## src/rtl/serial_adder_pkg.sv

```systemverilog
// Shared types and constants for the bit-serial adder.
// FSM state encoding and the default operand width live here.
package serial_adder_pkg;

    typedef enum logic [1:0] {
        IDLE  = 2'd0,
        SHIFT = 2'd1,
        DONE  = 2'd2
    } state_t;

    localparam int DEFAULT_WIDTH = 8;

endpackage

```

## src/rtl/serial_adder_fa_bit.sv

```systemverilog
// One-bit full adder used by the serial adder datapath; purely combinational.
module fa_bit (
    input  logic a,
    input  logic b,
    input  logic c,
    output logic s,
    output logic co
);

    assign s  = a ^ b ^ c;
    assign co = (a & b) | (c & (a | b));

endmodule

```

## src/rtl/serial_adder.sv

```systemverilog
// Bit-serial adder: WIDTH cycles in SHIFT, LSB first, then a one-cycle done pulse.
// Optional signed-overflow output ovf is enabled by defining SERIAL_ADDER_OVF_EN.
module serial_adder
    import serial_adder_pkg::*;
#(
    parameter int WIDTH = DEFAULT_WIDTH
) (
    input  logic             clk,
    input  logic             rst_n,
    input  logic             start,
    input  logic [WIDTH-1:0] a,
    input  logic [WIDTH-1:0] b,
    input  logic             cin,
    output logic             busy,
    output logic             done,
    output logic [WIDTH-1:0] sum,
    output logic             cout,
`ifdef SERIAL_ADDER_OVF_EN
    output logic             ovf,
`endif
    output logic [1:0]       fsm_state
);

    localparam int CW = $clog2(WIDTH + 1);
    localparam logic [CW-1:0] LAST = CW'(WIDTH - 1);

    state_t           state;
    logic [WIDTH-1:0] a_q;
    logic [WIDTH-1:0] b_q;
    logic             carry;
    logic [CW-1:0]    cnt;
    logic             s_bit;
    logic             c_bit;

    fa_bit u_fa (
        .a  (a_q[0]),
        .b  (b_q[0]),
        .c  (carry),
        .s  (s_bit),
        .co (c_bit)
    );

    always_ff @(posedge clk or negedge rst_n) begin
        if (!rst_n) begin
            state <= IDLE;
            a_q   <= '0;
            b_q   <= '0;
            carry <= 1'b0;
            cnt   <= '0;
            sum   <= '0;
`ifdef SERIAL_ADDER_OVF_EN
            ovf   <= 1'b0;
`endif
        end else begin
            case (state)
                IDLE: begin
                    if (start) begin
                        a_q   <= a;
                        b_q   <= b;
                        carry <= cin;
                        cnt   <= '0;
                        state <= SHIFT;
                    end
                end
                SHIFT: begin
                    // Result fills from the top so bit 0 lands at the LSB after WIDTH shifts.
                    sum   <= {s_bit, sum[WIDTH-1:1]};
                    a_q   <= a_q >> 1;
                    b_q   <= b_q >> 1;
                    carry <= c_bit;
                    cnt   <= cnt + CW'(1);
                    if (cnt == LAST) begin
                        state <= DONE;
`ifdef SERIAL_ADDER_OVF_EN
                        ovf   <= carry ^ c_bit;
`endif
                    end
                end
                DONE:    state <= IDLE;
                default: state <= IDLE;
            endcase
        end
    end

    // The carry flop holds the final carry from the end of SHIFT until the next start.
    assign cout      = carry;
    assign busy      = (state == SHIFT);
    assign done      = (state == DONE);
    assign fsm_state = state;

endmodule

```

## config.mk

```make
export PLATFORM = sky130hd
export DESIGN_NAME = serial_adder
export DESIGN_NICKNAME = d
export VERILOG_FILES = /design/src/rtl/serial_adder_pkg.sv /design/src/rtl/serial_adder_fa_bit.sv /design/src/rtl/serial_adder.sv
export SDC_FILE = /design/constraint.sdc
export NUM_CORES = 1
export LEC_CHECK = 0
export ABC_AREA = 1
export CAP_MARGIN = 30
export CORE_AREA = 2 2 60 62
export DETAILED_ROUTE_END_ITERATION = 12
export DIE_AREA = 0 0 62 64
export GPL_ROUTABILITY_DRIVEN = 0
export HOLD_SLACK_MARGIN = 0.05
export PLACE_DENSITY = 0.76
export REMOVE_ABC_BUFFERS = 1
export SLEW_MARGIN = 20
export SYNTH_ARGS = -nofsm -noshare
export SYNTH_HDL_FRONTEND = slang
export SYNTH_HIERARCHICAL = 1
export SYNTH_SLANG_ARGS = --single-unit
```

## constraint.sdc

```tcl
create_clock -name clk -period 1.55 [get_ports clk]
set_clock_uncertainty 0.2 [all_clocks]
set_input_delay 0.31 -clock clk [delete_from_list [all_inputs] [get_ports clk]]
set_output_delay 0.31 -clock clk [all_outputs]
set_load 0.005 [all_outputs]
```

Word-level counts from Yosys, hierarchy flattened
Index checks and enable logic that the tools add are counted.
- add/sub/neg operators: 1
- eq/ne operators: 5
- mux-type cells: 11
- bitwise operators: 6
- reductions and logical operators: 4
- operator list (kind ; count):
    8-bit one-hot mux with 2 select lines ; 2
    8-bit two-way mux ; 2
    4-bit one-hot mux with 2 select lines ; 1
    4-bit by 1-bit adder with 4-bit output, second input constant ; 1
    4-bit by 3-bit equality test with 1-bit output, second input constant ; 1
    2-bit two-way mux ; 2
    4-bit two-way mux ; 1
    2-bit one-hot mux with 2 select lines ; 1
    2-bit AND reduction ; 2
    1-bit bitwise AND ; 2
    2-bit by 1-bit equality test with 1-bit output, second input constant ; 1
    2-bit equality test, second input constant ; 1
    2-bit zero test ; 1
    2-bit by 1-bit != test with 1-bit output, second input constant ; 1
    2-bit != test, second input constant ; 1
    1-bit OR ; 2
    1-bit one-hot mux with 2 select lines ; 1
    2-bit nonzero test ; 1
    1-bit bitwise XOR ; 2
    1-bit two-way mux ; 1
- flip-flop bits (word level): 31
- output and inout bits: 13
- logic and storage cells: 33

Logic depth before layout (Yosys ltp)
Gate-level depths: netlist of run 1.
- depth in word-level cells: 4
- depth in mapped cells: 7

Cells and area by module
The synthesis of run 1 kept the hierarchy.
- by module, submodules not included (module ; times used ; cells each ; area an instance (um^2) ; seq. area each (um^2)):
    serial_adder ; 1 ; 187 ; 1567.8 ; 775.7
    fa_bit ; 1 ; 1 ; 20.0 ; 0.0

Worst setup path after synthesis of run 1
Ideal clock, no wire load.
- path kind: reg-to-output
- start point: reg state[1], in the netlist fsm_state[1]
- end point: out done
- arrival: 868 ps
- slack: 172 ps
- cell stages (with the launch flop): 5
- buffers on the path: 2
- cell sequence: dfrtp_1 inv_2 buf_6 buf_4 nor2_1
- cells in the longest elaborated chain, start to end: 1
- ends and longest elaborated chain (item ; RTL line ; source):
    start: declaration ; serial_adder.sv:27 ; state_t state;
    start signal: assignment ; serial_adder.sv:45 ; state <= IDLE;
    start signal: assignment ; serial_adder.sv:62 ; state <= SHIFT;
    start signal: assignment ; serial_adder.sv:73 ; state <= DONE;
    2-bit equality test ; serial_adder.sv:88 ; assign done = (state == DONE);
    end: declaration ; serial_adder.sv:15 ; output logic done,
No other way between the ends.

Final worst setup path of run 1
- start point: reg state[1], in the netlist fsm_state[1]
- end point: out busy
- cells in the longest elaborated chain, start to end: 1
- ends and longest elaborated chain (item ; RTL line ; source):
    2-bit by 1-bit equality test with 1-bit output ; serial_adder.sv:87 ; assign busy = (state == SHIFT);
    end: declaration ; serial_adder.sv:14 ; output logic busy,
No other way between the ends.

==> impl_metrics.tcl, run 1 <==
set metrics [dict create \
    status "finished with violations" \
    violations "negative setup slack" \
    critical_path.top_delay_family "flip-flops" \
    core_region_area_um2 3280 \
    end_kind "output port" \
    cts_tree "yes" \
    slew_headroom_pct 80.9 \
    grt_pass1_wl_um 5140 \
    path_class "flop to output port" \
    start_kind "flop" \
    synthCells 188 \
    setup_viol 2 \
    fp.dieH_um 64 \
    syn_area_um2 1590 \
    drive_above_1_share_pct 18.3 \
    initial_core_util_pct 48.3 \
    hp-class "input port to asynchronous set/reset pin" \
    synth_cell_types 20 \
    sw_frac_of_total_pct 38.4 \
    drv_cap 0 \
    p_leak_nw 1.13 \
    fin_hold_ws_ns 0.146 \
    drc 0 \
    diodes 0 \
    final_area_um2 2190 \
    irDropWorstVdd_v 0.000665 \
    clk-insertion-delay-late_ns 0.32 \
    ys_seq_elements 31 \
    max_freq_mhz 630 \
    yosysWarnings 6 \
    die_w_um 62 \
    antenna_found_initial 0 \
    htree_levels 2 \
    post_drt_wl_per_cell_um 11.5 \
    p_switching_mw 1.54 \
    crit_buf_inv 2 \
    numCtsBuffers 5 \
    clockBufferDepth 2 \
    wirelength_um 3300 \
    fill_cells 271 \
    dp_cells 270 \
    avgSynthCellArea_um2 8.45 \
    rsz0062_at_grt "yes" \
    ant_nets 0 \
    final_common_cell "nand2_1" \
    pwr_density_cell_nw_per_um2 1840 \
    area_delta_synth_final_pct 38.0 \
    dr_total_vias 1360 \
    grtUsageTotal_pct 17.6 \
    grt-ovfl-total 0 \
    p_total_mw 4.02 \
    nNetsFinal 264 \
    ys_seq_area_share_pct 48.9 \
    fin_ws_ns -0.0363 \
    cp_max_fo 2 \
    worstPathRequired_ns 1.04 \
    hold_buffers 0 \
    p_seq_share_pct 35.0 \
    hold_violations 0 \
    power.internal_mw 2.48 \
    tightest_slew_ns 0.285 \
    vias_per_cell 4.74 \
    crit_chain "buf_6, nor2_4, buf_2" \
    arrival_ns 1.08 \
    grt_max_degree 32 \
    critPathSlowestCell "dfrtp_1" \
    boundaryPins 33 \
    comb_power_share_pct 54.8 \
    fin_crit_ns 1.59 \
    firstDrtPassIters 4 \
    final_cells 287 \
    mostFrequentLayoutCells "66 x nand2_1, 31 x dfrtp_1, 22 x inv_1" \
    dieArea_um2 3970 \
    fp-row-count 21 \
    clk_transition_reported_paths_ns 0.09 \
    grt_pass1_vias 1157 \
    cp_slowest_stage_delay_ns 0.40 \
    io_buffers 32 \
    hpwl_um 2140 \
    fin_crit_sh_pct 102 \
    drt_iter0_markers 150 \
    final_max_slew_viol_count 0 \
    placed_cell_area_um2 2020 \
    utilization_pct 66.7 \
    root_buffer "clkbuf_4" \
    clock_power_share_pct 10.2 \
    clkSinkCount 31 \
]
==> worst register-to-register path, cell delays in order (launching register included) <==
cell and delay, ns:
dfrtp_1 0.39, buf_4 0.14, fa_1 0.34, nand3b_1 0.18, nand3_2 0.08, nand2_1 0.05
==> routing by layer <==
metal	global-route usage, %	vias up	part of all wire [%]	wire length [µm]
met5	0	-	0	0
met4	8.78	0	1.1	35
met3	3.85	2	2.7	89
met2	25.4	20	48	1580
met1	24.4	643	48	1590
li1	-	695	-	-
==> kinds of logic (layout without fill, tap and decap cells) <==
logic type,Yosys count,after routing,share of synthesized area [%]
compound gates,13,13,5.52
fa+ha+maj,2,2,2.05
buf+inv,33,86,10.5
flops,31,31,48.9
simple gates,109,109,33.1
==> power groups by stage <==
stage / clock [mW] / sequential [mW] / combinational, mW
4_1_cts: 0.420 / 1.40 / 2.13
3_3_place_gp: 0 / 1.44 / 1.93
5_1_grt: 0.470 / 1.45 / 2.46
6_report: 0.412 / 1.41 / 2.20
3_5_place_dp: 0 / 1.45 / 1.97
2_1_floorplan: 0 / 1.45 / 1.06
==> state kept, by name (all words and copies together), names as in the netlist <==
| signal | flops |
|---|---|
| a_q | 8 |
| b_q | 8 |
| sum | 8 |
| cnt | 4 |
| fsm_state | 2 |
| cout | 1 |
==> repair_timing <==
item | 4_1_cts | 5_1_grt
endpoints found under the setup margin | 34 | 24
gates resized for setup | 35 | 3
cloned | 0 | 1
buffers inserted | 9 | 2
pin swaps | 1 | 1
==> cell usage after synthesis (all sizes together) <==
master | n | share of area [%]
nand3 | 19 | 6.6
nor3 | 1 | 0.31
fa | 1 | 1.3
nand3b | 15 | 7.1
a21oi | 1 | 1.0
buf | 9 | 4.8
nor2 | 5 | 1.7
dfrtp | 31 | 49
inv | 24 | 5.7
o21ai | 12 | 4.5
ha | 1 | 0.79
nand2 | 69 | 17
==> area by class of cell <==
cell class	count	area, µm²	area share (%)
timing repair buffer	56	548	25.0
sequential	31	776	35.4
clock buffer	6	41.3	1.88
tap	46	57.6	2.63
multi-input combinational	124	676	30.8
inverter	24	92.6	4.23
==> per-stage QoR <==
step           setup TNS (ns)  worst slack [ns]
5_1_grt                -0.218            -0.107
4_1_cts               -0.0782           -0.0511
2_1_floorplan           -1.54            -0.101
3_5_place_dp            -2.11            -0.110
6_report              -0.0694           -0.0363
3_3_place_gp            -1.60           -0.0875
==> worst paths after layout <==
path,start,end,slack [ns],depth (start not counted)
min,rst_n,a_q[6],0.15,2
max,fsm_state[1],busy,-0.04,3
max reg2reg,cout,cout,0.08,5
max in group asynchronous,rst_n,b_q[7],0.84,2
min in group clk,b_q[6],b_q[6],0.28,2
min reg2reg,b_q[6],b_q[6],0.28,2
No activity file was read; power rests on OpenSTA's default activity.
==> run 2: changes to the inputs <==
SKIP_LAST_GASP = 1   (was not set)
==> run 2 against run 1 <==
Compared with the run above:
- the flow still finishes with violations (negative setup slack)
- sequential power hardly changed
- routed wire length hardly changed
- sequential cell count stayed put
- hold slack better by 0.00063 ns
- global-route usage stayed put
- via count is 0.15% lower
- largest cell class unchanged
==> impl_metrics.tcl, run 2 (synthesized netlist as in run 1, its figures left out) <==
set metrics [dict create \
    setup_viol 2 \
    ant_nets 0 \
    fp-row-count 21 \
    p_seq_share_pct 35.0 \
    antenna_found_initial 0 \
    clkSinkCount 31 \
    grt_pass1_wl_um 5140 \
    p_leak_nw 1.13 \
    fin_crit_sh_pct 102 \
    drive_above_1_share_pct 18.3 \
    final_max_slew_viol_count 0 \
    numCtsBuffers 5 \
    max_freq_mhz 630 \
    post_drt_wl_per_cell_um 11.5 \
    end_kind "output port" \
    dieArea_um2 3970 \
    clockBufferDepth 2 \
    fp.dieH_um 64 \
    die_w_um 62 \
    comb_power_share_pct 54.8 \
    mostFrequentLayoutCells "66 x nand2_1, 31 x dfrtp_1, 22 x inv_1" \
    irDropWorstVdd_v 0.000665 \
    dr_total_vias 1358 \
    hpwl_um 2140 \
    p_total_mw 4.02 \
    initial_core_util_pct 48.3 \
    hold_buffers 0 \
    seqCellArea_um2 776 \
    arrival_ns 1.08 \
    fin_ws_ns -0.0384 \
    dp_slack_ns -0.110 \
    grtUsageTotal_pct 17.6 \
    cp_max_fo 2 \
    worstPathRequired_ns 1.04 \
    dp_cells 270 \
    hold_violations 0 \
    drv_cap 0 \
    area_delta_synth_final_pct 38.0 \
    multi_input_area_um2 676 \
    nNetsFinal 264 \
    p_switching_mw 1.54 \
    reg_top3 "a_q: 8 flops, b_q: 8 flops, sum: 8 flops" \
    path_class "flop to output port" \
    grt_pass1_vias 1157 \
    root_buffer "clkbuf_4" \
    core_region_area_um2 3280 \
    wirelength_um 3300 \
    cts_tree "yes" \
    htree_levels 2 \
    rsz0062_at_grt "yes" \
    grt_max_degree 32 \
    vias_per_cell 4.73 \
    io_buffers 32 \
    grt-ovfl-total 0 \
    clk-insertion-delay-late_ns 0.32 \
    violations "negative setup slack" \
    final_cells 287 \
    diodes 0 \
    power.internal_mw 2.48 \
    status "finished with violations" \
    slew_headroom_pct 80.9 \
    clk_transition_reported_paths_ns 0.09 \
    drc 0 \
    fin_crit_ns 1.59 \
    hp-class "input port to asynchronous set/reset pin" \
    final_common_cell "nand2_1" \
    drt_iter0_markers 150 \
    start_kind "flop" \
    firstDrtPassIters 6 \
    fill_cells 271 \
    sw_frac_of_total_pct 38.4 \
    boundaryPins 33 \
    clock_power_share_pct 10.2 \
    tightest_slew_ns 0.285 \
    pwr_density_cell_nw_per_um2 1840 \
]
[run 2: worst max-delay path, stage by stage, from the launching register on]
cell,delay [ns]
dfrtp_1,0.40
buf_6,0.14
nor2_4,0.11
clkbuf_2,0.12
[run 2: power by group through the flow]
stage               clock, mW  sequential, mW  combinational, mW
floorplan                   0            1.45               1.06
global placement            0            1.44               1.93
detailed placement          0            1.45               1.97
CTS                     0.420            1.40               2.14
global route            0.470            1.45               2.46
finish                  0.411            1.41               2.20
[run 2: repair_timing]
item / CTS / global route
endpoints found under the hold margin: 0 / 0
pin swaps: 1 / 1
setup endpoints to repair: 34 / 24
cloned: 0 / 1
resized for setup: 33 / 4
setup buffers: 9 / 2
[run 2: final timing paths]
check,start,end,slack (ns),depth (start not counted)
hold reg to reg,b_q[6],b_q[6],0.28,2
hold / removal,rst_n,a_q[6],0.15,2
setup / recovery,fsm_state[1],busy,-0.04,3
min in group clk,b_q[6],b_q[6],0.28,2
max in group asynchronous,rst_n,b_q[7],0.84,2
setup reg to reg,cout,cout,0.08,5
[run 2: layer usage]
metal	vias up	track usage [%]	share of wire (%)
met1	635	24.4	48
met4	0	8.78	1.1
met2	26	25.4	48
li1	695	-	-
met3	2	3.85	3.4
met5	-	0	0
[run 2: area by class of cell]
type                       instances  area share (%)
multi-input combinational        124            30.8
clock buffer                       6            1.88
inverter                          24            4.23
timing repair buffer              56            25.0
sequential                        31            35.4
tap                               46            2.63
[run 2: metrics by stage]
step	hold WS, ns	instance area, µm²	utilization (%)	TNS, ns
floorplan	-0.186	1510	-	-1.54
global placement	0.253	2020	61.6	-1.60
detailed placement	0.257	2020	61.6	-2.11
CTS	0.142	2150	65.5	-0.173
global route	0.125	2190	66.7	-0.220
finish	0.146	2190	66.7	-0.0714
==> run 3: changes to the inputs <==
CORE_AREA = 8 8 57 78   (was 2 2 60 62)
CTS_CLUSTER_DIAMETER = 80   (was not set)
DIE_AREA = 0 0 65 86   (was 0 0 62 64)
==> run 3 against run 2 <==
Compared with the run above:
- first-iteration DRC count shrank 81%
- register-to-register slack is essentially flat
- non-clock buffer count is the same
- the flow still finishes with violations (negative setup slack)
- critical endpoint is now done
- largest power group unchanged
- count of clock-buffer cells in the layout grew 1
==> impl_metrics.tcl, run 3 (synthesized netlist as in run 1, its figures left out) <==
set metrics [dict create \
    grt_pass1_wl_um 5800 \
    violations "negative setup slack" \
    p_leak_nw 1.14 \
    comb_power_share_pct 51.2 \
    regToRegSetupSlack_ns 0.08 \
    drt_iter0_markers 28 \
    clkSinkCount 31 \
    fp.dieH_um 86 \
    post_drt_wl_per_cell_um 12.3 \
    numCtsBuffers 5 \
    antenna_found_initial 0 \
    mostFrequentLayoutCells "66 x nand2_1, 29 x dfrtp_1, 22 x inv_1" \
    rsz0062_at_grt "yes" \
    status "finished with violations" \
    reg_top3 "a_q: 8 flops, b_q: 8 flops, sum: 8 flops" \
    die_w_um 65 \
    dr_total_vias 1374 \
    fin_crit_ns 1.57 \
    nNetsFinal 264 \
    r2r-end "b_q[7]" \
    final_max_slew_viol_count 0 \
    setup_viol 2 \
    start_kind "flop" \
    dieArea_um2 5590 \
    fin_hold_ws_ns 0.192 \
    final_common_cell "nand2_1" \
    tightest_slew_ns 0.251 \
    drv_cap 0 \
    rr_worst_depth 6 \
    hpwl_um 2420 \
    power.internal_mw 2.57 \
    wirelength_um 3480 \
    grtUsageTotal_pct 13.1 \
    path_class "flop to output port" \
    htree_levels 2 \
    fin_ws_ns -0.0176 \
    clock_power_share_pct 14.8 \
    initial_core_util_pct 48.3 \
    worstPathRequired_ns 1.04 \
    firstDrtPassIters 4 \
    fp-row-count 25 \
    drive_above_1_share_pct 18.9 \
    clk-insertion-delay-late_ns 0.29 \
    ant_nets 0 \
    area_delta_synth_final_pct 38.8 \
    clk_transition_reported_paths_ns 0.06 \
    vias_per_cell 4.86 \
    grt-ovfl-total 0 \
    crit_end "done" \
    drc 0 \
    hp-class "input port to asynchronous set/reset pin" \
    grt_pass1_vias 1307 \
    grt_max_degree 32 \
    boundaryPins 33 \
    core_region_area_um2 3280 \
    clockBufferDepth 2 \
    arrival_ns 1.06 \
    irDropWorstVdd_v 0.00121 \
    p_switching_mw 1.57 \
    max_freq_mhz 638 \
    p_seq_share_pct 34.0 \
    placed_cell_area_um2 2000 \
    root_buffer "clkbuf_8" \
    cts_tree "yes" \
    cp_max_fo 3 \
    fin_crit_sh_pct 101 \
    final_area_um2 2200 \
    io_buffers 32 \
    sw_frac_of_total_pct 38.0 \
    end_kind "output port" \
    pwr_density_cell_nw_per_um2 1880 \
    crit_start "fsm_state[1]" \
    hold_violations 0 \
    diodes 0 \
    r2r_start "fsm_state[0]" \
    slew_headroom_pct 83.2 \
]
## run 3: changes by cell type in the layout (fill, tap and decap cells not counted), moves of 2 or more
cell      before  now
dfrtp_1       31   29
clkbuf_8       0    5
dfrtp_2        0    2
clkbuf_4       5    0
## run 3: worst min path at each step
stage	slack (ns)	endpoint	depth (start not counted)	startpoint
after global routing	0.21	a_q[4]	2	rst_n
final	0.19	a_q[4]	2	rst_n
after global placement	0.25	a_q[2]	2	a_q[2]
after floorplan	-0.19	a_q[0]	0	rst_n
after detailed placement	0.26	a_q[1]	2	a_q[1]
after CTS	0.20	a_q[6]	2	rst_n
## run 3: critical path: stages, from the launching register on
cell and delay [ns]:
dfrtp_2 0.43, buf_6 0.13, inv_4 0.05, nor2_1 0.03, buf_2 0.12
## run 3: stage by stage
step	worst slack (ns)	power, mW	utilization [%]	setup TNS [ns]	std cells
final	-0.0176	4.14	67.1	-0.0288	283
after global routing	-0.0646	4.50	67.1	-0.111	283
after CTS	-0.0604	4.10	65.6	-0.0709	281
after detailed placement	-0.123	3.40	61.0	-1.92	264
after global placement	-0.116	3.35	61.0	-1.49	264
after floorplan	-0.101	2.51	-	-1.54	179
## run 3: power groups by stage
stage | Sequential (mW) | Combinational, mW | Clock (mW)
6_report | 1.41 | 2.12 | 0.614
3_3_place_gp | 1.45 | 1.90 | 0
4_1_cts | 1.41 | 2.07 | 0.626
3_5_place_dp | 1.46 | 1.94 | 0
2_1_floorplan | 1.45 | 1.06 | 0
5_1_grt | 1.45 | 2.39 | 0.666
## run 3: cell type report
class / instances / area (µm²)
fillers: 287 / 1080
clock buffers: 7 / 76.3
well taps: 40 / 50.0
flip-flops and latches: 31 / 778
repair buffers: 56 / 531
clock inverters: 1 / 5.00
inverters: 24 / 95.1
multi-input cells: 124 / 668
## run 3: what timing repair did
action	CTS	global route
setup endpoints to repair	37	26
setup buffers	9	2
resized for setup	30	8
hold buffers	0	0
## run 3: routing by layer
| metal | part of all wire [%] | global-route usage [%] |
|---|---|---|
| met1 | 42 | 13.8 |
| met2 | 49 | 22.3 |
| met3 | 6.2 | 5.08 |
| met4 | 2.3 | 5.98 |
| met5 | 0 | 0 |
